$ cat src/rtl/alu_pkg.sv
`default_nettype none
// ============================================================================
// alu_pkg : opcode map and controller state encoding shared by alu_seq
// Rev 1.0
// ============================================================================
package alu_pkg;

  localparam logic [2:0] OP_ADD = 3'b000;
  localparam logic [2:0] OP_SUB = 3'b001;
  localparam logic [2:0] OP_MUL = 3'b010;
  localparam logic [2:0] OP_LSH = 3'b011;
  localparam logic [2:0] OP_RSH = 3'b100;
  localparam logic [2:0] OP_AND = 3'b101;
  localparam logic [2:0] OP_OR  = 3'b110;
  localparam logic [2:0] OP_XOR = 3'b111;

  typedef enum logic [0:0] {
    ST_IDLE = 1'b0,
    ST_MUL  = 1'b1
  } state_t;

endpackage
`default_nettype wire

$ cat src/rtl/alu_seq_mul.sv
`default_nettype none
// ============================================================================
// alu_seq_mul : iterative WIDTH-step shift-add multiplier, start/done handshake
// Rev 1.0
// ============================================================================
module alu_seq_mul #(
  parameter int WIDTH = 8
) (
  input  logic               clk,
  input  logic               rst,
  input  logic               start_i,
  input  logic [WIDTH-1:0]   a_i,
  input  logic [WIDTH-1:0]   b_i,
  output logic               done_o,
  output logic [2*WIDTH-1:0] prod_o
);

  localparam int CW = $clog2(WIDTH);

  logic [WIDTH-1:0]   mcand_q, mcand_d;
  logic [2*WIDTH-1:0] acc_q, acc_d;
  logic [CW-1:0]      cnt_q, cnt_d;
  logic               busy_q, busy_d;

  logic [WIDTH:0]     w_sum;
  logic [2*WIDTH-1:0] w_acc_next;

  // Multiplier sits in the low half of acc and is consumed LSB-first while the
  // partial product shifts down from the high half.
  assign w_sum      = {1'b0, acc_q[2*WIDTH-1:WIDTH]} + (acc_q[0] ? {1'b0, mcand_q} : '0);
  assign w_acc_next = {w_sum, acc_q[WIDTH-1:1]};

  assign done_o = busy_q && (cnt_q == CW'(WIDTH - 1));
  assign prod_o = w_acc_next;

  always_comb begin
    mcand_d = mcand_q;
    acc_d   = acc_q;
    cnt_d   = cnt_q;
    busy_d  = busy_q;
    if (start_i) begin
      mcand_d = a_i;
      acc_d   = {{WIDTH{1'b0}}, b_i};
      cnt_d   = '0;
      busy_d  = 1'b1;
    end else if (busy_q) begin
      acc_d = w_acc_next;
      cnt_d = cnt_q + 1'b1;
      if (done_o) busy_d = 1'b0;
    end
  end

  always_ff @(posedge clk) begin
    if (rst) begin
      mcand_q <= '0;
      acc_q   <= '0;
      cnt_q   <= '0;
      busy_q  <= 1'b0;
    end else begin
      mcand_q <= mcand_d;
      acc_q   <= acc_d;
      cnt_q   <= cnt_d;
      busy_q  <= busy_d;
    end
  end

endmodule
`default_nettype wire

$ cat src/rtl/alu_seq.sv
`default_nettype none
// ============================================================================
// alu_seq : registered, valid/ready handshaked ALU with iterative multiply
// Rev 1.0
// ============================================================================
module alu_seq
  import alu_pkg::*;
#(
  parameter int WIDTH = 8
) (
  input  logic             clk,
  input  logic             rst,
  input  logic             in_valid,
  output logic             in_ready,
  input  logic [WIDTH-1:0] A,
  input  logic [WIDTH-1:0] B,
  input  logic [2:0]       opcode,
  output logic             out_valid,
  input  logic             out_ready,
  output logic [WIDTH-1:0] Y,
  output logic             carry,
  output logic [WIDTH-1:0] mul_hi,
  output logic             zero,
  output logic             busy
);

  localparam int SHW = $clog2(WIDTH);

  state_t             state_q, state_d;
  logic               out_valid_q, out_valid_d;
  logic [WIDTH-1:0]   y_q, y_d;
  logic               carry_q, carry_d;
  logic [WIDTH-1:0]   mul_hi_q, mul_hi_d;
  logic               zero_q, zero_d;

  logic               w_accept;
  logic               w_mul_start;
  logic               w_mul_done;
  logic [2*WIDTH-1:0] w_prod;
  logic [SHW-1:0]     w_sh;
  logic [WIDTH:0]     w_add, w_sub, w_lsh, w_rsh;
  logic [WIDTH-1:0]   w_alu_y;
  logic               w_alu_c;

  assign in_ready    = (state_q == ST_IDLE) && (!out_valid_q || out_ready);
  assign w_accept    = in_valid && in_ready;
  assign w_mul_start = w_accept && (opcode == OP_MUL);

  // One-bit-wider shifts leave the last bit shifted out in the spare position,
  // which is 0 for a zero distance.
  assign w_sh  = B[SHW-1:0];
  assign w_add = {1'b0, A} + {1'b0, B};
  assign w_sub = {1'b0, A} - {1'b0, B};
  assign w_lsh = {1'b0, A} << w_sh;
  assign w_rsh = {A, 1'b0} >> w_sh;

  always_comb begin
    w_alu_y = '0;
    w_alu_c = 1'b0;
    case (opcode)
      OP_ADD: {w_alu_c, w_alu_y} = w_add;
      OP_SUB: {w_alu_c, w_alu_y} = w_sub;
      OP_LSH: {w_alu_c, w_alu_y} = w_lsh;
      OP_RSH: {w_alu_y, w_alu_c} = w_rsh;
      OP_AND: w_alu_y = A & B;
      OP_OR:  w_alu_y = A | B;
      OP_XOR: w_alu_y = A ^ B;
      default: w_alu_y = '0;
    endcase
  end

  alu_seq_mul #(
    .WIDTH (WIDTH)
  ) u_mul (
    .clk     (clk),
    .rst     (rst),
    .start_i (w_mul_start),
    .a_i     (A),
    .b_i     (B),
    .done_o  (w_mul_done),
    .prod_o  (w_prod)
  );

  always_comb begin
    state_d     = state_q;
    out_valid_d = out_valid_q;
    y_d         = y_q;
    carry_d     = carry_q;
    mul_hi_d    = mul_hi_q;
    zero_d      = zero_q;
    if (out_valid_q && out_ready) out_valid_d = 1'b0;
    case (state_q)
      ST_IDLE: begin
        if (w_accept) begin
          if (opcode == OP_MUL) begin
            state_d = ST_MUL;
          end else begin
            out_valid_d = 1'b1;
            y_d         = w_alu_y;
            carry_d     = w_alu_c;
            mul_hi_d    = '0;
            zero_d      = (w_alu_y == '0);
          end
        end
      end
      ST_MUL: begin
        // Output slot is guaranteed free here: MUL is only accepted when it is.
        if (w_mul_done) begin
          state_d     = ST_IDLE;
          out_valid_d = 1'b1;
          y_d         = w_prod[WIDTH-1:0];
          carry_d     = 1'b0;
          mul_hi_d    = w_prod[2*WIDTH-1:WIDTH];
          zero_d      = (w_prod[WIDTH-1:0] == '0);
        end
      end
    endcase
  end

  always_ff @(posedge clk) begin
    if (rst) begin
      state_q     <= ST_IDLE;
      out_valid_q <= 1'b0;
      y_q         <= '0;
      carry_q     <= 1'b0;
      mul_hi_q    <= '0;
      zero_q      <= 1'b0;
    end else begin
      state_q     <= state_d;
      out_valid_q <= out_valid_d;
      y_q         <= y_d;
      carry_q     <= carry_d;
      mul_hi_q    <= mul_hi_d;
      zero_q      <= zero_d;
    end
  end

  assign out_valid = out_valid_q;
  assign Y         = y_q;
  assign carry     = carry_q;
  assign mul_hi    = mul_hi_q;
  assign zero      = zero_q;
  assign busy      = (state_q == ST_MUL);

endmodule
`default_nettype wire

$ cat config.mk
export PLATFORM = sky130hd
export DESIGN_NAME = alu_seq
export DESIGN_NICKNAME = d
export VERILOG_FILES = /design/src/rtl/alu_pkg.sv /design/src/rtl/alu_seq_mul.sv /design/src/rtl/alu_seq.sv
export SDC_FILE = /design/constraint.sdc
export NUM_CORES = 1
export LEC_CHECK = 0
export CORE_ASPECT_RATIO = 0.8
export CORE_MARGIN = 3
export CORE_UTILIZATION = 50
export CTS_CLUSTER_SIZE = 10
export DETAILED_ROUTE_END_ITERATION = 12
export GPL_TIMING_DRIVEN = 0
export PLACE_DENSITY_LB_ADDON = 0.05
export SKIP_CTS_REPAIR_TIMING = 1
export SLEW_MARGIN = 10
export SYNTH_ARGS = -nofsm -noshare
export SYNTH_HDL_FRONTEND = slang
export SYNTH_SLANG_ARGS = --single-unit
$ cat constraint.sdc
create_clock -name clk -period 4.45 [get_ports clk]
set_input_delay 0.89 -clock clk [delete_from_list [all_inputs] [get_ports clk]]
set_output_delay 0.89 -clock clk [all_outputs]
set_load 0.02 [all_outputs]
# Yosys cells after proc, flatten, opt, wreduce, memory -nomap -nowiden

Cells that the tools add are included.

Add/subtract/negate cells: 4
Eq/ne operators: 11
Shifts and indexed selects: 2
Multiplexer cells: 32
Bitwise operators: 4
Reduce and logical (&&, ||, !) cells: 13

Operators by type and width:

| kind                                                            | count |
|---|---|
| 8-bit two-way mux                                               | 9 |
| 8-bit case mux with 7 select lines                              | 1 |
| 8-bit case mux with 2 select lines                              | 2 |
| 8-bit by 8-bit adder with 9-bit output                          | 2 |
| 8-bit zero test                                                 | 2 |
| 3-bit == test, second input constant                            | 5 |
| 1-bit two-way mux                                               | 15 |
| 8-bit by 3-bit left shift with 9-bit output                     | 1 |
| 9-bit by 3-bit right shift with 9-bit output                    | 1 |
| 8-bit by 8-bit subtractor with 9-bit output                     | 1 |
| 8-bit AND                                                       | 1 |
| 8-bit bitwise OR                                                | 1 |
| 1-bit case mux with 2 select lines                              | 4 |
| 8-bit XOR                                                       | 1 |
| 3-bit by 2-bit == test with 1-bit output, second input constant | 2 |
| 1-bit logical AND                                               | 5 |
| 2-bit != test, second input constant                            | 2 |
| 1-bit case mux with 4 select lines                              | 1 |
| 3-bit by 1-bit adder with 3-bit output, second input constant   | 1 |
| 3-bit by 1-bit == test with 1-bit output, second input constant | 1 |
| 3-bit zero test                                                 | 1 |
| 3-bit AND reduction                                             | 1 |
| 2-bit by 1-bit != test with 1-bit output, second input constant | 1 |
| 2-bit nonzero test                                              | 1 |
| 4 further kinds                                                 | 4 |

Register bits after elaboration: 48
Bits of input ports: 23
Output and inout port bits: 21
Logic and storage cells: 77

# Logic depth before layout (Yosys ltp)

Gate-level depths: netlist of the first run.

Depth after elaboration: 6
Depth in mapped cells: 12
Depth with buffers taken out: 10

# Modules after synthesis

From an unflattened synthesis of the first run, not the netlist that was laid out.

Cells, all modules: 505
Area, all modules: 4146.5 um^2

Modules (own cells, without submodules):

| module      | times used | cells each | area each (um^2) |
|---|---|---|---|
| alu_seq     | 1          | 314        | 2537.4 |
| alu_seq_mul | 1          | 191        | 1609.0 |

# Least setup slack after synthesis of the first run

No wires, ideal clock.

Kind: in2reg
Start: input B[1]
End: register zero_q, in the netlist zero
Data arrival time: 3248 ps
Required time: 4391 ps
Setup slack: 1143 ps
Stages: 11
Path buffers: 2
Cell sequence: buf_4 inv_2 buf_2 ha_1 or3_4 a31oi_4 o221ai_2 o31ai_4 mux2_4 a2111oi_1 a31o_1

Word-level cells in the longest chain between the ends: 6
Elaborated cells on any way between the ends: 12
Those cells by class: add/sub (2); shift (2); mux (4); bitwise (3); reduce/logical (1)

RTL lines:

| item                                                                | RTL line       | text |
|---|---|---|
| start: declaration                                                  | alu_seq.sv:16  | `input logic [WIDTH-1:0] B,` |
| 8-bit by 8-bit subtractor with 9-bit output (tied with other cells) | alu_seq.sv:53  | `assign w_sub = {1'b0, A} - {1'b0, B};` |
| 8-bit case mux with 7 select lines *                                | alu_seq.sv:60  | `case (opcode)` |
| 8-bit zero test *                                                   | alu_seq.sv:102 | `zero_d = (w_alu_y == '0);` |
| 1-bit two-way mux *                                                 | alu_seq.sv:95  | `if (opcode == OP_MUL) begin` |
| 1-bit two-way mux *                                                 | alu_seq.sv:94  | `if (w_accept) begin` |
| 1-bit case mux with 2 select lines *                                | alu_seq.sv:92  | `case (state_q)` |
| end signal: assignment                                              | alu_seq.sv:134 | `zero_q <= zero_d;` |
| end: declaration                                                    | alu_seq.sv:34  | `logic zero_q, zero_d;` |

Mark *: on every way between the ends. The rest lies on a longest branch, timed or not. The select of a mux whose other input is x is not followed.
A chain may end at the register's enable or synchronous reset.

# Worst setup path after layout of the first run

Start: input A[2]
End: register zero_q, in the netlist zero

Word-level cells in the longest chain between the ends: 6
Elaborated cells on any way between the ends: 12
Those cells by class: add/sub (2); shift (2); mux (4); bitwise (3); reduce/logical (1)

RTL lines:

| item                                                                | RTL line       | text |
|---|---|---|
| start: declaration                                                  | alu_seq.sv:15  | `input logic [WIDTH-1:0] A,` |
| 8-bit by 8-bit subtractor with 9-bit output (tied with other cells) | alu_seq.sv:53  |  |
| 8-bit case mux with 7 select lines *                                | alu_seq.sv:60  |  |
| 8-bit zero test *                                                   | alu_seq.sv:102 |  |
| 1-bit two-way mux *                                                 | alu_seq.sv:95  |  |
| 1-bit two-way mux *                                                 | alu_seq.sv:94  |  |
| 1-bit case mux with 2 select lines *                                | alu_seq.sv:92  |  |

Marks and branches as above.

==> metrics.txt, run 1 <==
outcome=completed; RSZ-0062 raised after global routing=no; area grow syn2layout=16.2%; async set-or-reset flop fraction in the synthesized netlist=0%; Crit Path Max Fanout=10; slew at the pin closest to its max-slew limit=1.03 ns; Max Cap Violations=0; Post-Syn Area=0.00409 mm2; Num CTS Buffers=5; most frequently used flop master after synthesis=dfxtp_1; delay-heaviest family, CP=compound AO/OA/AOI/OAI gates; I/O Buffers=42; Initial Util=53.3%; Worst-path clk slew=0.10 ns; fmax=260 MHz; syn avg cell area=8.21 um2; WP data required=4.71 ns; slew margin rel.=29.8%; Core Box Area=0.00767 mm2; Yosys warnings=0; clk sinks=48; slowest CP cell=clkdlybuf4s50_1; initial antenna violation count=0; vias in the first global route=3684; layout cells sized above 1=8.58%; TNS Setup=0 ns; Hold Startpoint=u_mul.mcand_q[3]; placed cells=645; Max Buffers Root-to-Sink=2; clock root buffer=clkbuf_8; H-tree levels=2; row cnt=28; first-pass GRT wire length=19.6 mm; Hold WC Path Type=reg2reg; ant diodes=0; Via density=6.15; PwrDens=236 mW/mm2; Die Width=107 um; dpl hpwl=9.48 mm; CP arrival=4.10 ns; Final Non-Filler Cells=653; share of the synthesized area in the top cell type=23.5%; post-route cell area=0.00475 mm2; most frequent cells in the layout=dfxtp_1 (48), nand2_1 (48), clkdlybuf4s50_1 (42); insertion delay to the later sink of the worst-skew pair=0.31 ns; Final min period=3.84 ns; Final period util=86.4%; leading area contributor after synthesis=dfxtp_1; placed inst area=0.00464 mm2; Iter 0 DRT Violations=401; Global Route Usage Sum=26.6%; Buf+Inv Stages, Crit Path=3; Synth cell types=75; drc violations=0; vias=4013; DP Worst Slack=0.269 ns; CTS tree=done; largest net degree at the start of global routing=16; Final Hold Fails=0; main area contributors after synthesis=dfxtp_1 (24%), ha_1 (11%), mux2i_1 (8.1%), a21oi_1 (4.7%), nand2_1 (4.4%); LEAKAGE=0.00186 uW; RD Place Congestion=0.910; Setup crit start kind=input port; Overflow after GRT=0; final net count=608; Max IR drop VDD=0.000154 V; final critical-path setup slack=0.607 ns; Initial DRT Pass Iterations=7; Clock Skew=0.0134 ns; Final setup viols=0; Critical Path End Type=flop; Worst Reg2Reg Path Length in Cells=10; Antenna Nets Post-Route=0; Post-synth EDFFs=0; Reg2Reg Launch Point=u_mul.acc_q[0]; Synth Register Bits=48; wire per inst=18.5 um; WS Path Type=in2reg; sequential fraction of the synthesis area=23.5%; Mapped Cells=498; io pins=44; die height=86.9 um; Reg-to-Reg End=mul_hi[7]; Total Wirelength=12.1 mm; Synthesized Nets=559; CP cell instances=clkdlybuf4s50_1, inv_1, ha_1, buf_6, or3_4, a31oi_4, o221ai_2, o31ai_4, mux2_4, a2111oi_1, a31o_1; R2R setup slack=1.96 ns; Crit path largest cell delay=0.67 ns; hold path depth=2; die footprint=0.00931 mm2; Pins Over Slew Limit=0; Hold Path End=u_mul.mcand_q[3]
## synth_stat cells, types with 3 or more instances
master    instances
dfxtp_1          48
nand2_1          48
a21oi_1          38
ha_1             35
nor2_1           34
mux2i_1          33
inv_1            24
nand3_1          18
clkbuf_1         13
o21ai_0          11
nor3_1           10
a211oi_1          9
and2_1            9
o211ai_1          9
o21ai_1           8
xnor2_1           8
buf_2             7
nand2b_1          7
o22ai_1           7
a31oi_1           6
nand3b_1          6
nor2b_1           6
a21o_1            5
buf_6             5
a22oi_1           4
buf_1             4
buf_4             4
o21bai_1          4
xor2_1            4
a211o_1           3
fa_1              3
inv_2             3
mux2_4            3
mux4_2            3
nor3b_1           3
nor4_1            3
o31ai_1           3
or3_1             3
## metal layers
layer	vias to the layer above	wire, um	track usage [%]
li1	1902	-	-
met1	1903	5910	42.5
met2	197	4830	37.3
met3	11	1260	5.26
met4	0	76	3.25
met5	-	0	0
## power breakdown
part | switching (uW) | total, uW | leakage [uW] | internal (uW)
logic | 203 | 348 | 0.00142 | 146
registers | 8.90 | 452 | 0.000389 | 443
clock network | 154 | 320 | 0.0000541 | 166
## how the worst max path moves through the flow
stage | start | end | slack (ns) | cells after the start
floorplan | B[1] | zero | 1.14 | 11
global placement | A[2] | zero | 0.28 | 11
detailed placement | B[1] | zero | 0.27 | 12
CTS | B[1] | zero | 0.59 | 12
global route | B[1] | zero | 0.40 | 12
finish | A[2] | zero | 0.61 | 11
## metrics by stage
step,hold WS (ns),power (uW),utilization [%]
after floorplan,0.432,687,-
after global placement,0.439,796,60.5
after detailed placement,0.443,800,60.5
after CTS,0.455,1120,61.9
after global routing,0.471,1170,61.9
final,0.454,1120,61.9
## worst register-to-register path: cells and delay by family (launching register included)
family	cells	cell delay, ns
and+or+nand+nor	2	0.25
adders and majority gates	2	0.65
DFF	1	0.37
AOI/OAI and AO/OA	6	1.10
## cell type report
| cell class | instances | area [um2] |
|---|---|---|
| fillers | 688 | 2920 |
| multi-input cells | 389 | 2830 |
| flip-flops and latches | 48 | 961 |
| repair buffers | 42 | 420 |
| plain buffers | 34 | 194 |
| well taps | 105 | 131 |
| inverters | 27 | 101 |
| clock buffers | 5 | 68.8 |
| clock inverters | 3 | 42.5 |
## registers in the layout, indices dropped and copies added, names as in the netlist
register,count
u_mul.acc_q,16
out_valid,1
u_mul.busy_q,1
mul_hi,8
u_mul.mcand_q,8
u_mul.cnt_q,3
Y,8
zero,1
carry,1
busy,1
## logic make-up after synthesis
group / after synthesis / share of synthesized area, %
buffers and inverters: 61 / 7.22
adders and majority gates: 38 / 12.2
AOI/OAI and AO/OA: 136 / 23.4
DFF: 48 / 23.5
muxes: 40 / 11.1
xor gates and xnor gates: 12 / 2.57
and+or+nand+nor: 163 / 20.0
Note: power is estimated with default switching activity, not from simulation.
==> run 2: changes to the inputs <==
Settings changed: PLACE_DENSITY set to 0.79, PLACE_DENSITY_LB_ADDON 0.05 to not set.
==> run 2 against run 1 <==
Sequential share of layout area decreased by 0.064 points. First-iteration DRC count fell by 12%. Clock skew decreased by 0.0068 ns. Sequential cell count stayed put. Worst hold slack about the same. Via count decreased by 1.1%. Routed wire length decreased by 1.8%. Power grew 2.1%. Fmax is 2.9% lower. Combinational power is essentially flat. Critical path depth grew 1. Critical path type unchanged.
==> metrics.txt, run 2 (synthesis gave the netlist of run 1 again) <==
outcome=completed; Max Buffers Root-to-Sink=2; met2 routed wirelength=5.07 mm; I/O Buffers=42; Max IR drop VDD=0.000129 V; layout cells sized above 1=8.58%; clk sinks=48; Final period util=89.0%; Buf+Inv Stages, Crit Path=4; Clk network pwr share=30.2%; Worst-path clk slew=0.09 ns; insertion delay to the later sink of the worst-skew pair=0.31 ns; Final setup viols=0; H-tree levels=2; placed cells=645; Reg power frac=39.5%; Crit path largest cell delay=0.57 ns; clock root buffer=clkbuf_8; Top Layer Used=met4; ant diodes=0; Die Width=107 um; die height=86.9 um; most frequent cells in the layout=dfxtp_1 (48), nand2_1 (48), clkdlybuf4s50_1 (42); die footprint=0.00931 mm2; Final Non-Filler Cells=653; LEAKAGE=0.00187 uW; Final min period=3.96 ns; metal3 WL=1.10 mm; vias=3968; PwrDens=240 mW/mm2; switching part of the total power=31.3%; slowest CP cell=clkdlybuf4s50_1; Overflow after GRT=0; slew at the pin closest to its max-slew limit=0.921 ns; vias in the first global route=3797; Hold WC Path Type=reg2reg; slew margin rel.=37.0%; wire per inst=18.1 um; first-pass GRT wire length=19.5 mm; Internal Pwr Total=786 uW; met1 WL=5.57 mm; dpl hpwl=9.28 mm; Total Wirelength=11.8 mm; Global Route Usage Sum=26.2%; area grow syn2layout=16.6%; io pins=44; Setup crit start kind=input port; largest net degree at the start of global routing=15; RD Place Congestion=1.01; row cnt=28; initial antenna violation count=0; Logic pwr share=30.3%; drc violations=0; FF+latch area=961 um2; Biggest register=u_mul.acc_q; area of the multi-input gates=0.00283 mm2; TNS Setup=0 ns; fmax=253 MHz; WS Path Type=in2reg; RSZ-0062 raised after global routing=no; Core Box Area=0.00767 mm2; CTS tree=done; fillcell total=648; Pins Over Slew Limit=0; Antenna Nets Post-Route=0; max reg flops=16; Via density=6.08; Crit Path Max Fanout=11; Num CTS Buffers=5; Iter 0 DRT Violations=351; CP cell instances=clkdlybuf4s50_1, buf_4, inv_2, buf_2, ha_1, or3_4, a31oi_4, o221ai_2, o31ai_4, mux2_4, a2111oi_1, a31o_1; Final Hold Fails=0; CP arrival=4.22 ns; Switch Pwr=357 uW; Max Cap Violations=0; WP data required=4.71 ns; final net count=608; delay-heaviest family, CP=compound AO/OA/AOI/OAI gates; Clock Skew=0.00662 ns; Initial DRT Pass Iterations=5; Initial Util=53.3%; Critical Path End Type=flop
==> run 2: routing by layer <==
layer | vias to the layer above | track usage, %
met5 | - | 0
met1 | 1875 | 38.6
met4 | 0 | 5.23
met3 | 12 | 6.75
met2 | 174 | 38.8
li1 | 1907 | -
==> run 2: tightest hold or removal path: stages (launching register included) <==
cell and delay (ns):
dfxtp_1 0.31, nand2_1 0.05, a21oi_1 0.05
==> run 2: final cells by class <==
class / instances / share of cell area [%]
clock buffer: 7 / 2.02
clock inverter: 1 / 0.630
buffer: 34 / 4.07
multi-input combinational: 389 / 59.4
sequential: 48 / 20.2
timing repair buffer: 42 / 8.82
inverter: 27 / 2.13
tap: 105 / 2.76
==> run 2: path summary, 6_finish.rpt <==
check	startpoint	end	slack, ns	cells past startpoint
setup / recovery	B[1]	zero	0.49	12
hold / removal	u_mul.mcand_q[6]	u_mul.mcand_q[6]	0.45	2
setup reg to reg	u_mul.acc_q[0]	u_mul.acc_q[15]	1.91	10
hold reg to reg	u_mul.mcand_q[6]	u_mul.mcand_q[6]	0.45	2
==> run 2: per-stage QoR <==
stage / hold slack, ns / worst slack [ns] / instance area, um2 / utilization [%] / total power (uW)
finish: 0.454 / 0.491 / 4770 / 62.1 / 1140
global route: 0.478 / 0.380 / 4770 / 62.1 / 1200
CTS: 0.457 / 0.516 / 4770 / 62.1 / 1140
detailed placement: 0.445 / 0.184 / 4640 / 60.5 / 798
global placement: 0.440 / 0.268 / 4640 / 60.5 / 794
floorplan: 0.432 / 1.14 / 4090 / - / 687
==> run 2: power groups by stage <==
| stage | Sequential (uW) | Clock [uW] | Combinational (uW) |
|---|---|---|---|
| after detailed placement | 462 | 0 | 337 |
| after global routing | 454 | 370 | 372 |
| after floorplan | 469 | 0 | 218 |
| after global placement | 461 | 0 | 333 |
| final | 452 | 345 | 346 |
| after CTS | 452 | 352 | 339 |
==> run 3: changes to the inputs <==
Settings changed: CORE_UTILIZATION 50 to 62, PLACE_DENSITY 0.79 to 0.93.
==> run 3 against run 2 <==
Setup slack improved by 0.055 ns. Clock power fell by 19%. Clock skew rose by 0.0011 ns. Core utilization rose by 15 points. Routed wire length rose by 5.7%. Non-clock buffer count did not move. Sequential share of layout area rose by 0.25 points.
==> metrics.txt, run 3 (synthesis gave the netlist of run 1 again) <==
Final period util=87.7%; Biggest register=u_mul.acc_q; ant diodes=0; final critical-path setup slack=0.545 ns; drc violations=0; Initial DRT Pass Iterations=7; layout cells sized above 1=8.58%; PwrDens=230 mW/mm2; io pins=44; post-layout util=76.8%; RD Place Congestion=0.917; Die Width=96.8 um; Core Box Area=0.00613 mm2; H-tree levels=2; most frequent cells in the layout=dfxtp_1 (48), nand2_1 (48), clkdlybuf4s50_1 (42); slew at the pin closest to its max-slew limit=0.906 ns; final net count=608; Final setup viols=0; dpl hpwl=9.69 mm; area grow syn2layout=15.1%; Crit path largest cell delay=0.59 ns; met1 WL=5.45 mm; largest net degree at the start of global routing=16; Crit Path Max Fanout=11; Overflow after GRT=0; Via density=6.58; Critical Path End Type=flop; R2R setup slack=1.83 ns; vias in the first global route=3750; first-pass GRT wire length=19.9 mm; hold path depth=2; Total Wirelength=12.5 mm; initial antenna violation count=0; Top Layer Used=met4; Num CTS Buffers=5; Pins Over Slew Limit=0; vias=4141; Reg2Reg Launch Point=u_mul.acc_q[0]; placed inst area=0.00461 mm2; TNS Setup=0 ns; fmax=256 MHz; Worst-path clk slew=0.08 ns; wire per inst=19.9 um; slew margin rel.=38.0%; die footprint=0.00761 mm2; Final min period=3.90 ns; Iter 0 DRT Violations=445; met2 routed wirelength=5.33 mm; clk sinks=48; clock root buffer=clkbuf_8; Hold WC Path Type=reg2reg; Setup crit start kind=input port; I/O Buffers=42; Hold Path End=Y[6]; WP data required=4.71 ns; Initial Util=66.7%; row cnt=25; Final Hold Fails=0; Reg-to-Reg End=mul_hi[7]; die height=78.6 um; CP cell instances=clkdlybuf4s50_1, buf_4, inv_2, buf_2, ha_1, or3_4, a31oi_4, o221ai_2, o31ai_4, mux2_4, a2111oi_1, a31o_1; RSZ-0062 raised after global routing=no; Max Buffers Root-to-Sink=2; Clock Skew=0.00769 ns; DP Worst Slack=0.262 ns; CTS tree=done; Antenna Nets Post-Route=0; LEAKAGE=0.00185 uW; insertion delay to the later sink of the worst-skew pair=0.31 ns; WS Path Type=in2reg; Global Route Usage Sum=32.7%; max reg flops=16; slowest CP cell=clkdlybuf4s50_1; Max IR drop VDD=0.000161 V; CP arrival=4.16 ns; Max Cap Violations=0; outcome=completed; post-route cell area=0.00471 mm2; power consumption=1080 uW; metal3 WL=1.55 mm; Worst Reg2Reg Path Length in Cells=10; Hold Startpoint=Y[6]
-- run 3: cell types whose count changed in the layout (fill, tap and decap cells not counted) --
cell / before / now
clkbuf_8: 7 / 6
clkinvlp_4: 0 / 2
bufinv_16: 1 / 0
-- run 3: through the flow --
stage | std cells | hold WS, ns
finish | 629 | 0.456
global route | 629 | 0.467
CTS | 629 | 0.460
detailed placement | 621 | 0.447
global placement | 621 | 0.441
floorplan | 498 | 0.432
-- run 3: routing by layer --
layer | global-route usage (%) | up-vias
li1 | - | 1907
met5 | 0 | -
met2 | 49.3 | 257
met3 | 7.19 | 24
met1 | 47.3 | 1953
met4 | 8.27 | 0
-- run 3: worst max-delay path by stage --
stage / start / end / slack [ns] / depth (start not counted)
detailed placement: B[1] / zero / 0.26 / 12
CTS: B[1] / zero / 0.57 / 12
floorplan: B[1] / zero / 1.14 / 11
global placement: B[1] / zero / 0.31 / 12
finish: B[1] / zero / 0.55 / 12
global route: B[1] / zero / 0.46 / 12
-- run 3: power breakdown --
group | switching [uW] | internal (uW)
combinational | 207 | 145
sequential | 9.21 | 443
clock | 154 | 126
total | 370 | 714
-- run 3: final cells by class --
class / count / area (um2)
sequential: 48 / 961
inverter: 27 / 101
fill: 467 / 1420
timing repair buffer: 42 / 420
tap: 81 / 101
buffer: 34 / 194
clock buffer: 6 / 82.6
clock inverter: 2 / 15.0
multi-input combinational: 389 / 2830
-- run 3: critical path, delay by kind of cell --
family,cells,cell delay (ns)
adder cells (fa/ha/maj),1,0.35
buffers and inverters,4,1.06
AND/OR/NAND/NOR,1,0.39
multiplexers,1,0.33
AO/OA/AOI/OAI,5,1.14
